`src/rtl/dff_bank_arbiter.sv`:
```
// rtl/dff_bank_arbiter.sv - round-robin arbiter sharing one register-bank write port
module dff_bank_arbiter #(
    parameter int NREQ  = 4,
    parameter int GW    = 2,
    parameter int WIDTH = 8,
    parameter int DEPTH = 4,
    parameter int AW    = 2
) (
    input  logic                  clk,
    input  logic                  reset,
    input  logic [NREQ-1:0]       req,
    input  logic [NREQ*AW-1:0]    wr_addr,
    input  logic [NREQ*WIDTH-1:0] wr_data,
    output logic [NREQ-1:0]       ack,
    output logic                  wr_err,
    output logic [GW-1:0]         grant_id,
    output logic                  busy,
    input  logic [AW-1:0]         rd_addr,
    output logic [WIDTH-1:0]      rd_data
);

    typedef enum logic [1:0] {IDLE, WRITE, ACK} state_t;

    state_t            state_q, state_d;
    logic [GW-1:0]     last_q, last_d;
    logic [GW-1:0]     id_q, id_d;
    logic [GW-1:0]     grant_q, grant_d;
    logic [AW-1:0]     addr_q, addr_d;
    logic [WIDTH-1:0]  data_q, data_d;
    logic [NREQ-1:0]   ack_q, ack_d;
    logic              err_q, err_d;
    logic [WIDTH-1:0]  bank_q [DEPTH];
    logic [WIDTH-1:0]  bank_d [DEPTH];
    logic [GW-1:0]     winner;
    logic              found;

    function automatic logic [GW-1:0] rr_idx(input logic [GW-1:0] base, input int k);
        int s;
        s = (int'(base) + k) % NREQ;
        return GW'(s);
    endfunction

    // Search begins one past the last served requester so every requester is reached in turn.
    always_comb begin
        winner = '0;
        found  = 1'b0;
        for (int k = 1; k <= NREQ; k++) begin
            if (!found && req[rr_idx(last_q, k)]) begin
                winner = rr_idx(last_q, k);
                found  = 1'b1;
            end
        end
    end

    always_comb begin
        state_d = state_q;
        last_d  = last_q;
        id_d    = id_q;
        grant_d = grant_q;
        addr_d  = addr_q;
        data_d  = data_q;
        ack_d   = '0;
        err_d   = 1'b0;
        for (int i = 0; i < DEPTH; i++) begin
            bank_d[i] = bank_q[i];
        end
        case (state_q)
            IDLE: begin
                if (found) begin
                    id_d    = winner;
                    grant_d = winner;
                    addr_d  = wr_addr[winner*AW +: AW];
                    data_d  = wr_data[winner*WIDTH +: WIDTH];
                    state_d = WRITE;
                end
            end
            WRITE: begin
                // The holding registers, not the live inputs, define the committed write.
                if (int'(addr_q) >= DEPTH) begin
                    err_d = 1'b1;
                end
                for (int i = 0; i < DEPTH; i++) begin
                    if (AW'(i) == addr_q) begin
                        bank_d[i] = data_q;
                    end
                end
                ack_d[id_q] = 1'b1;
                last_d      = id_q;
                state_d     = ACK;
            end
            ACK: begin
                state_d = IDLE;
            end
            default: begin
                state_d = IDLE;
            end
        endcase
    end

    always_ff @(posedge clk or negedge reset) begin
        if (!reset) begin
            state_q <= IDLE;
            last_q  <= GW'(NREQ - 1);
            id_q    <= '0;
            grant_q <= '0;
            addr_q  <= '0;
            data_q  <= '0;
            ack_q   <= '0;
            err_q   <= 1'b0;
            for (int i = 0; i < DEPTH; i++) begin
                bank_q[i] <= '0;
            end
        end else begin
            state_q <= state_d;
            last_q  <= last_d;
            id_q    <= id_d;
            grant_q <= grant_d;
            addr_q  <= addr_d;
            data_q  <= data_d;
            ack_q   <= ack_d;
            err_q   <= err_d;
            for (int i = 0; i < DEPTH; i++) begin
                bank_q[i] <= bank_d[i];
            end
        end
    end

    always_comb begin
        rd_data = '0;
        for (int i = 0; i < DEPTH; i++) begin
            if (AW'(i) == rd_addr) begin
                rd_data = bank_q[i];
            end
        end
    end

    assign ack      = ack_q;
    assign wr_err   = err_q;
    assign grant_id = grant_q;
    assign busy     = (state_q != IDLE);

endmodule

```
`config.mk`:
```
export PLATFORM = sky130hd
export DESIGN_NAME = dff_bank_arbiter
export DESIGN_NICKNAME = d
export VERILOG_FILES = /design/src/rtl/dff_bank_arbiter.sv
export SDC_FILE = /design/constraint.sdc
export NUM_CORES = 1
export LEC_CHECK = 0
export CORE_ASPECT_RATIO = 1.25
export CORE_MARGIN = 2
export CORE_UTILIZATION = 45
export CTS_CLUSTER_SIZE = 14
export DETAILED_ROUTE_END_ITERATION = 16
export GPL_ROUTABILITY_DRIVEN = 0
export PLACE_DENSITY_LB_ADDON = 0.25
export SETUP_SLACK_MARGIN = 0.2
export SLEW_MARGIN = 5
export SYNTH_ARGS = -nofsm -noshare
export SYNTH_HDL_FRONTEND = slang
export SYNTH_SLANG_ARGS = --single-unit
```
`constraint.sdc`:
```
create_clock -name clk -period 1.75 [get_ports clk]
set_input_delay 0.525 -clock clk [delete_from_list [all_inputs] [get_ports clk]]
set_output_delay 0.525 -clock clk [all_outputs]
set_load 0.05 [all_outputs]
```
After elaboration in Yosys (flattened, before gate mapping)
Index checks and enable logic that the tools add are counted.
{ "totals": {"reg_bits": 52, "inputBits": 48, "elab_cells": 71} }
{ "classes": {"n_addsub": 4, "n_lt_le_gt_ge": 6, "n_eq_ne": 8, "shift": 2, "mux": 25, "reduce_logical": 16} }
{ "op_table": {"columns": ["op", "n"], "rows": [
  ["$mux W8", 4],
  ["$shiftx A32 B6 Y8", 1],
  ["$lt A2 B3 Y1 const B", 5],
  ["$mux W2", 5],
  ["$reduce_and A2 Y1", 5],
  ["$mux W1", 9],
  ["$bmux W1 S2", 4],
  ["$eq A2 B2 Y1 const A", 4],
  ["$shiftx A8 B4 Y2", 1],
  ["$logic_not A2 Y1", 3],
  ["$add A2 B1 Y2 const B", 2],
  ["$add A2 B2 Y2 const B", 2],
  ["$eq A1 B2 Y1 const A", 2],
  ["$logic_and A1 B1 Y1", 4],
  ["$mux W4", 1],
  ["$pmux W2 S2", 1],
  ["$logic_not A1 Y1", 3],
  ["$demux W1 S2", 1],
  ["$eq A2 B1 Y1 const B", 1],
  ["$ge A2 B1 Y1 const B", 1],
  ["$ne A2 B2 Y1 const B", 1],
  ["$reduce_bool A2 Y1", 1]
]} }

Logic depth before layout (Yosys ltp)
Gate-level depths: netlist of the first run.
{ "logic_depth": {"word_depth": 15, "mapped_depth": 6, "ltp_nobuf": 5} }

Least setup slack after synthesis of the first run
Ideal clock, no wire load.
{ "synth_path": {"path_kind": "in2out", "startpoint": "in rd_addr[0]", "endpoint": "out rd_data[0]", "arrival_ns": 1.442, "t_required_ns": 1.225, "setup_slack_ns": -0.217, "path_stages": 2, "path_cell_list": "buf_2 > mux4_2"} }
{ "synth_between": {"elab_chain_cells": 5} }
{ "synth_lines": {"columns": ["element", "line", "source"], "rows": [
  ["from (decl)", "18", "input logic [AW-1:0] rd_addr,"],
  ["$logic_not A2 Y1", "131", "if (AW'(i) == rd_addr) begin"],
  ["$mux W8 (3 in a row)", "131", null],
  ["$mux W8 *", "131", null],
  ["to (decl)", "19", "output logic [WIDTH-1:0] rd_data"]
]} }
Mark *: on every way between the ends. The rest lies on a longest branch, timed or not.

Final worst setup path of the first run
{ "layout_path": {"startpoint": "in rd_addr[0]", "endpoint": "out rd_data[2]"} }
Same word-level chain as after synthesis.

==> run metrics, run 1 <==
switching share of power 0.381; die area 6620 um2; vias in the first global route between 1500 and 2000; minimum clock period roughly 1.9 ns; Vias 1935; starting density of the core 0.465; Hold Crit Class in -> async; Final #Nets roughly 340; CTS tree built; clock power share 0.121; Worst Setup Start Kind primary input; Yosys cell types 42; status complete, but fails checks; Final ANT Viol Nets 0; failing checks negative setup slack; Critical Path Fanout Max 8; grt ovf 0; Max Cap Viol 0; die height around 90 um; cell count of the worst reg-to-reg path 7; cells after synthesis 208; Vias/cell between 5 and 6; Worst-path clk slew 0.09 ns; Top Ports 64; die width 73.2 um; yosys warns 0; synthesized flop and latch total 52; Seq/Total Area, Yosys 0.485; Layout area overhead 46.4%; total core area 5780 um2; Skew-Pair Late Insertion Delay 0.30 ns; Max IR drop VDD 1.19 mV; layout cells sized above 1 0.417; Buffers on Ports 62; initial antenna violation count 0; synthesized area ~2700 um2; Worst Setup SP rd_addr[0]; root buffer cell clkbuf_8; Avg Cell Area, Syn 12.9 um2; EDFF count, synth 0; Reg power frac 0.335; gr usage total 0.182; Crit. End Element output pin; Pwr Density approximately 1700 nW/um2; Worst Skew ~0.0086 ns; kind of critical path in -> out; Fin. Hold Viols 0; Lkg Pwr 1.71 nW; wire per inst 15.8 um; DR iter-0 viols 144; WP data required 1.22 ns; RSZ-0062 raised after global routing true; DRC 0; internal power around 0.0041 W; First-pass DRT Iterations 4; Tcrit/Tclk final 1.11; clock tree sinks 52; worst r2r src last_q[0]$_DFFE_PN1P_; fin worst setup slack -0.197 ns; routed wire length roughly 5.7 mm; Arrival @ worst endpoint 1.42 ns; NetSw 0.00252 W; final-report max-slew violation count 0; Gate power share 0.544; placement row count 31; ys flop type dfrtp_1; total CTS buffers 5; R2R Path End data_q[3]$_DFFE_PN0P_; hold_buf cts 0; final std cell area, no fill 3940 um2; largest net degree at the start of global routing 53; syn nets 256; antenna cells 0; clk buf depth 2; r2r setup slk -0.05 ns; Tot Pwr 0.00661 W; crit path capture rd_data[2]; Async S/R FF share, synth 1.00; first-pass GRT wire length 9.34 mm; detailed placement HPWL 4.30 mm; pre-CTS setup slack -0.662 ns; # setup viols final 17; H-tree levels 2; area of placed instances 3580 um2; Max Freq 514 MHz
==> power groups by stage <==
stage               Clock, W  Combinational [W]  Sequential [W]
finish              0.000800            0.00359         0.00222
detailed placement         0            0.00315         0.00223
CTS                 0.000821            0.00353         0.00221
global route        0.000862            0.00382         0.00229
floorplan                  0            0.00206         0.00220
global placement           0            0.00309         0.00220
==> per-layer routing <==
metal	share of wire	track usage	routed length [um]	vias up
li1	-	-	-	950
met1	0.43	0.236	2430	920
met2	0.51	0.296	2920	59
met3	0.044	0.0368	250	6
met4	0.021	0.0694	118	0
met5	0	0	0	-
==> metrics by stage <==
| stage | utilization | TNS [ns] | std cells | hold WS, ns |
|---|---|---|---|---|
| 2_1_floorplan | - | -0.496 | 208 | 0.229 |
| 3_3_place_gp | 0.620 | -10.62 | 347 | 0.462 |
| 3_5_place_dp | 0.620 | -10.77 | 347 | 0.475 |
| 4_1_cts | 0.671 | -1.92 | 360 | 0.199 |
| 5_1_grt | 0.681 | -2.31 | 361 | 0.216 |
| 6_report | 0.681 | -1.77 | 361 | 0.196 |
==> placed cells by master (no fill, tap or decap), types with 5 or more instances in the layout <==
| cell type | count |
|---|---|
| nand4_1 | 10 |
| a211o_1 | 10 |
| buf_6 | 13 |
| mux4_2 | 8 |
| nand2_1 | 20 |
| clkdlybuf4s50_1 | 40 |
| o211ai_2 | 9 |
| buf_4 | 19 |
| dfrtp_1 | 49 |
| mux2_1 | 10 |
| buf_12 | 11 |
| nor2_1 | 5 |
| clkbuf_8 | 5 |
| mux2_2 | 22 |
| o31ai_1 | 10 |
| mux2i_4 | 8 |
==> area by class of cell <==
type	instances	area, um2
flip-flops and latches	52	1310
clock inverters	2	35.0
fillers	417	1840
clock buffers	6	72.6
inverters	2	7.51
repair buffers	92	1020
multi-input cells	141	1420
well taps	66	82.6
==> critical path: stages <==
cell and delay, ns:
buf_6 0.08, buf_12 0.12, mux4_2 0.52, buf_8 0.17
==> registers in the layout, summed over array words and instances, names as in the netlist <==
name	flops
bank_q	32
last_q	2
state_q	2
ack	4
data_q	8
addr_q	2
grant_id	2
==> cell usage after synthesis, types with 2 or more instances <==
cell      number  area, um2
buf_4          3       22.5
buf_6          3       33.8
mux2_2        22        248
nand4_1       10       62.6
nor2_2         2       12.5
a21o_1         2       15.0
nand2_1       20       75.1
nand2b_1       3       18.8
mux2_1        10        113
o21ai_1        2       10.0
o211ai_2       9        113
buf_2          2       10.0
a211o_1       10       87.6
nor2_1         5       18.8
dfrtp_1       50       1250
o31ai_1       10       75.1
mux4_2         8        180
mux2i_1       10        100
clkbuf_1       3       11.3
dfstp_2        2       52.6
==> cell families after synthesis <==
family,after synthesis,synth area share
flops,52,0.485
other cells,1,0.00139
compound gates,40,0.137
mux,50,0.238
simple gates,50,0.104
buf+inv,15,0.0349
==> worst min-delay path by stage <==
stage | slack (ns) | from | end | cells after the start
after global placement | 0.46 | bank_q[27]$_DFFE_PN0P_ | bank_q[27]$_DFFE_PN0P_ | 1
after detailed placement | 0.47 | bank_q[22]$_DFFE_PN0P_ | bank_q[22]$_DFFE_PN0P_ | 1
after global routing | 0.22 | reset | ack[3]$_DFF_PN0_ | 2
after CTS | 0.20 | reset | ack[3]$_DFF_PN0_ | 2
after floorplan | 0.23 | reset | ack[0]$_DFF_PN0_ | 0
final | 0.20 | reset | ack[1]$_DFF_PN0_ | 2
==> repair_timing <==
item,CTS,global route
pin swaps,5,3
setup endpoints to repair,26,24
buffers inserted,4,1
resized for setup,45,10
cloned,1,0
Power figures use the tool's default switching activity.
==> run 2: changes to the inputs <==
--- a/config.mk
+++ b/config.mk
@@ -5,9 +5,10 @@
 export SDC_FILE = /design/constraint.sdc
 export NUM_CORES = 1
 export LEC_CHECK = 0
+export CAP_MARGIN = 20
 export CORE_ASPECT_RATIO = 1.25
 export CORE_MARGIN = 2
-export CORE_UTILIZATION = 45
+export CORE_UTILIZATION = 50
 export CTS_CLUSTER_SIZE = 14
 export DETAILED_ROUTE_END_ITERATION = 16
 export GPL_ROUTABILITY_DRIVEN = 0
==> constraint.sdc (replaced) <==
create_clock -name clk -period 2.5 [get_ports clk]
set_input_delay 0.75 -clock clk [delete_from_list [all_inputs] [get_ports clk]]
set_output_delay 0.75 -clock clk [all_outputs]
set_load 0.05 [all_outputs]
==> run 2 against run 1 <==
Power down 38%. Count of clock-buffer cells in the layout grew 2. Sequential share of layout area up 3.0 points. Via count is essentially flat. The run now ends clean. Sequential cell count stayed put. Worst hold slack gained 0.20 ns. Global-route usage up 1.7 points. Combinational power down 42%. Critical path depth unchanged. Wire length decreased by 4.3%.
==> run metrics, run 2 (same netlist as run 1, synthesis figures left out) <==
Largest Register bank_q (unchanged); grt ovf 0 (unchanged); vias in the first global route 1993 (was 1963); die height 86.0 um (was 90.4 um); routed wire length 5.47 mm (was 5.72 mm); post-CTS setup buffer count 0 (was 4); commonest non-fill, non-tap cells in the layout dfrtp_1, clkdlybuf4s50_1, mux2_2 (unchanged); Worst-path clk slew 0.09 ns (about the same); most common cell after layout, fill and taps aside dfrtp_1 (unchanged); wire per inst 15.9 um (was 15.8 um); pre-CTS setup slack -0.365 ns (was -0.662 ns); status finished clean (was complete, but fails checks); first-pass GRT wire length 9.48 mm (was 9.34 mm); Slew headroom 0.667; final-report max-slew violation count 0 (unchanged); WP data required 1.75 ns (was 1.22 ns); total negative slack 0 ns (was -1.77 ns); Max Freq ~420 MHz; Pwr Density 1140 nW/um2 (was 1680 nW/um2); CTS tree built (unchanged); placement row count 29 (was 31); Max Cap Viol 0 (unchanged); fin worst setup slack 0.107 ns (was -0.197 ns); Skew-Pair Late Insertion Delay 0.30 ns (about the same); H-tree levels 2 (unchanged); clock tree sinks 52 (unchanged); Crit. End Element output pin (unchanged); Layout area overhead 34.0% (was 46.4%); initial antenna violation count 0 (unchanged); Lkg Pwr 1.61 nW (was 1.71 nW); hold_buf cts 0 (unchanged); Vias 1936 (was 1935); CP dominant cell by count buf_8; DRC 0 (unchanged); total CTS buffers 5 (unchanged); starting density of the core 0.526 (was 0.465); minimum clock period around 2.4 ns; area of placed instances 3450 um2 (was 3580 um2); Top Ports 64 (unchanged); Fin. Hold Viols 0 (unchanged); FILL cells 355 (was 417); Vias/cell 5.63 (was 5.36); Max stage delay on crit path 0.52 ns (about the same); Worst Skew 0.00691 ns (was 0.00861 ns); die area 5990 um2 (was 6620 um2); Final #Nets 329 (was 342); cells along the critical path buf_8 -> buf_12 -> mux4_2 -> buf_8 (was buf_6 -> buf_12 -> mux4_2 -> buf_8); DR iter-0 viols 64 (was 144); Buffers on Ports 62 (unchanged); Tcrit/Tclk final 0.957; gr usage total 0.199 (was 0.182); die width 69.6 um (was 73.2 um); slew of the pin with the lowest slew margin 0.498 ns; RSZ-0062 raised after global routing true (unchanged); max reg flops 32 (unchanged); Final ANT Viol Nets 0 (unchanged); slowest CP cell mux4_2 (unchanged); kind of critical path in -> out (unchanged); dpl cells 336 (was 347); First-pass DRT Iterations 4 (unchanged); largest net degree at the start of global routing 33 (was 53); total core area 5120 um2 (was 5780 um2); detailed placement HPWL 4.31 mm (was 4.30 mm); Arrival @ worst endpoint 1.64 ns (was 1.42 ns); Non-Filler Instances 344 (was 361); Critical Path Fanout Max 8 (unchanged); antenna cells 0 (unchanged); # setup viols final 0 (was 17); Worst Setup Start Kind primary input (unchanged); Hold Crit Class in -> async (unchanged); root buffer cell clkbuf_8 (unchanged); Max IR drop VDD 0.574 mV (was 1.19 mV); layout cells sized above 1 0.312 (was 0.417); clk buf depth 2 (unchanged); final std cell area, no fill 3600 um2 (was 3940 um2)
## run 2: cell types whose count changed in the layout (fill, tap and decap cells not counted), sizes merged
cell	before	now
clkbuf	6	8
dlymetal6s2s	0	2
buf	48	28
dlygate4sd2	2	3
clkdlybuf4s15	2	0
bufinv	1	0
clkdlybuf4s50	40	46
clkinv	1	0
## run 2: stage by stage
| step | total power [W] | util | hold WS [ns] |
|---|---|---|---|
| 2_1_floorplan | 0.00297 | - | 0.453 |
| 3_3_place_gp | 0.00352 | 0.675 | 0.464 |
| 3_5_place_dp | 0.00359 | 0.675 | 0.475 |
| 4_1_cts | 0.00413 | 0.701 | 0.417 |
| 5_1_grt | 0.00437 | 0.705 | 0.424 |
| 6_report | 0.00410 | 0.705 | 0.394 |
## run 2: path summary, 6_finish.rpt
check                                        from                      to  slack, ns  cells past startpoint
min reg2reg                bank_q[27]$_DFFE_PN0P_  bank_q[27]$_DFFE_PN0P_       0.49                      1
min in group clk           bank_q[27]$_DFFE_PN0P_  bank_q[27]$_DFFE_PN0P_       0.49                      1
min                                         reset        ack[0]$_DFF_PN0_       0.39                      1
max                                    rd_addr[0]              rd_data[0]       0.11                      4
max in group asynchronous                   reset   data_q[3]$_DFFE_PN0P_       1.58                      2
max reg2reg                 last_q[0]$_DFFE_PN1P_   addr_q[1]$_DFFE_PN0P_       0.76                      6
## run 2: repair_timing
item / in CTS / in global routing
endpoints found under the hold margin: 0 / 0
gates resized for setup: 20 / 5
setup endpoints to repair: 10 / 10
pin swaps: 0 / 1
cloned: 0 / 0
## run 2: where the power goes
group / internal (W) / switching [W]
clock network: 0.000226 / 0.000252
registers: 0.00124 / 0.000298
logic: 0.000991 / 0.00110
total: 0.00245 / 0.00165
## run 2: routing by layer
| layer | global-route usage | share of wire |
|---|---|---|
| met5 | 0 | 0 |
| met3 | 0.0376 | 0.043 |
| met4 | 0.0766 | 0.021 |
| met2 | 0.330 | 0.50 |
| met1 | 0.262 | 0.43 |
## run 2: area by class of cell
class                      instances  area [um2]  area share
clock buffer                       8        90.1      0.0250
timing repair buffer              79         822       0.228
multi-input combinational        141        1300       0.362
inverter                           2        7.51     0.00208
tap                               62        77.6      0.0215
sequential                        52        1300       0.362
## run 2: critical path, delay by kind of cell
| family | cells | cell delay, ns |
|---|---|---|
| multiplexers | 1 | 0.52 |
| buffers and inverters | 3 | 0.36 |
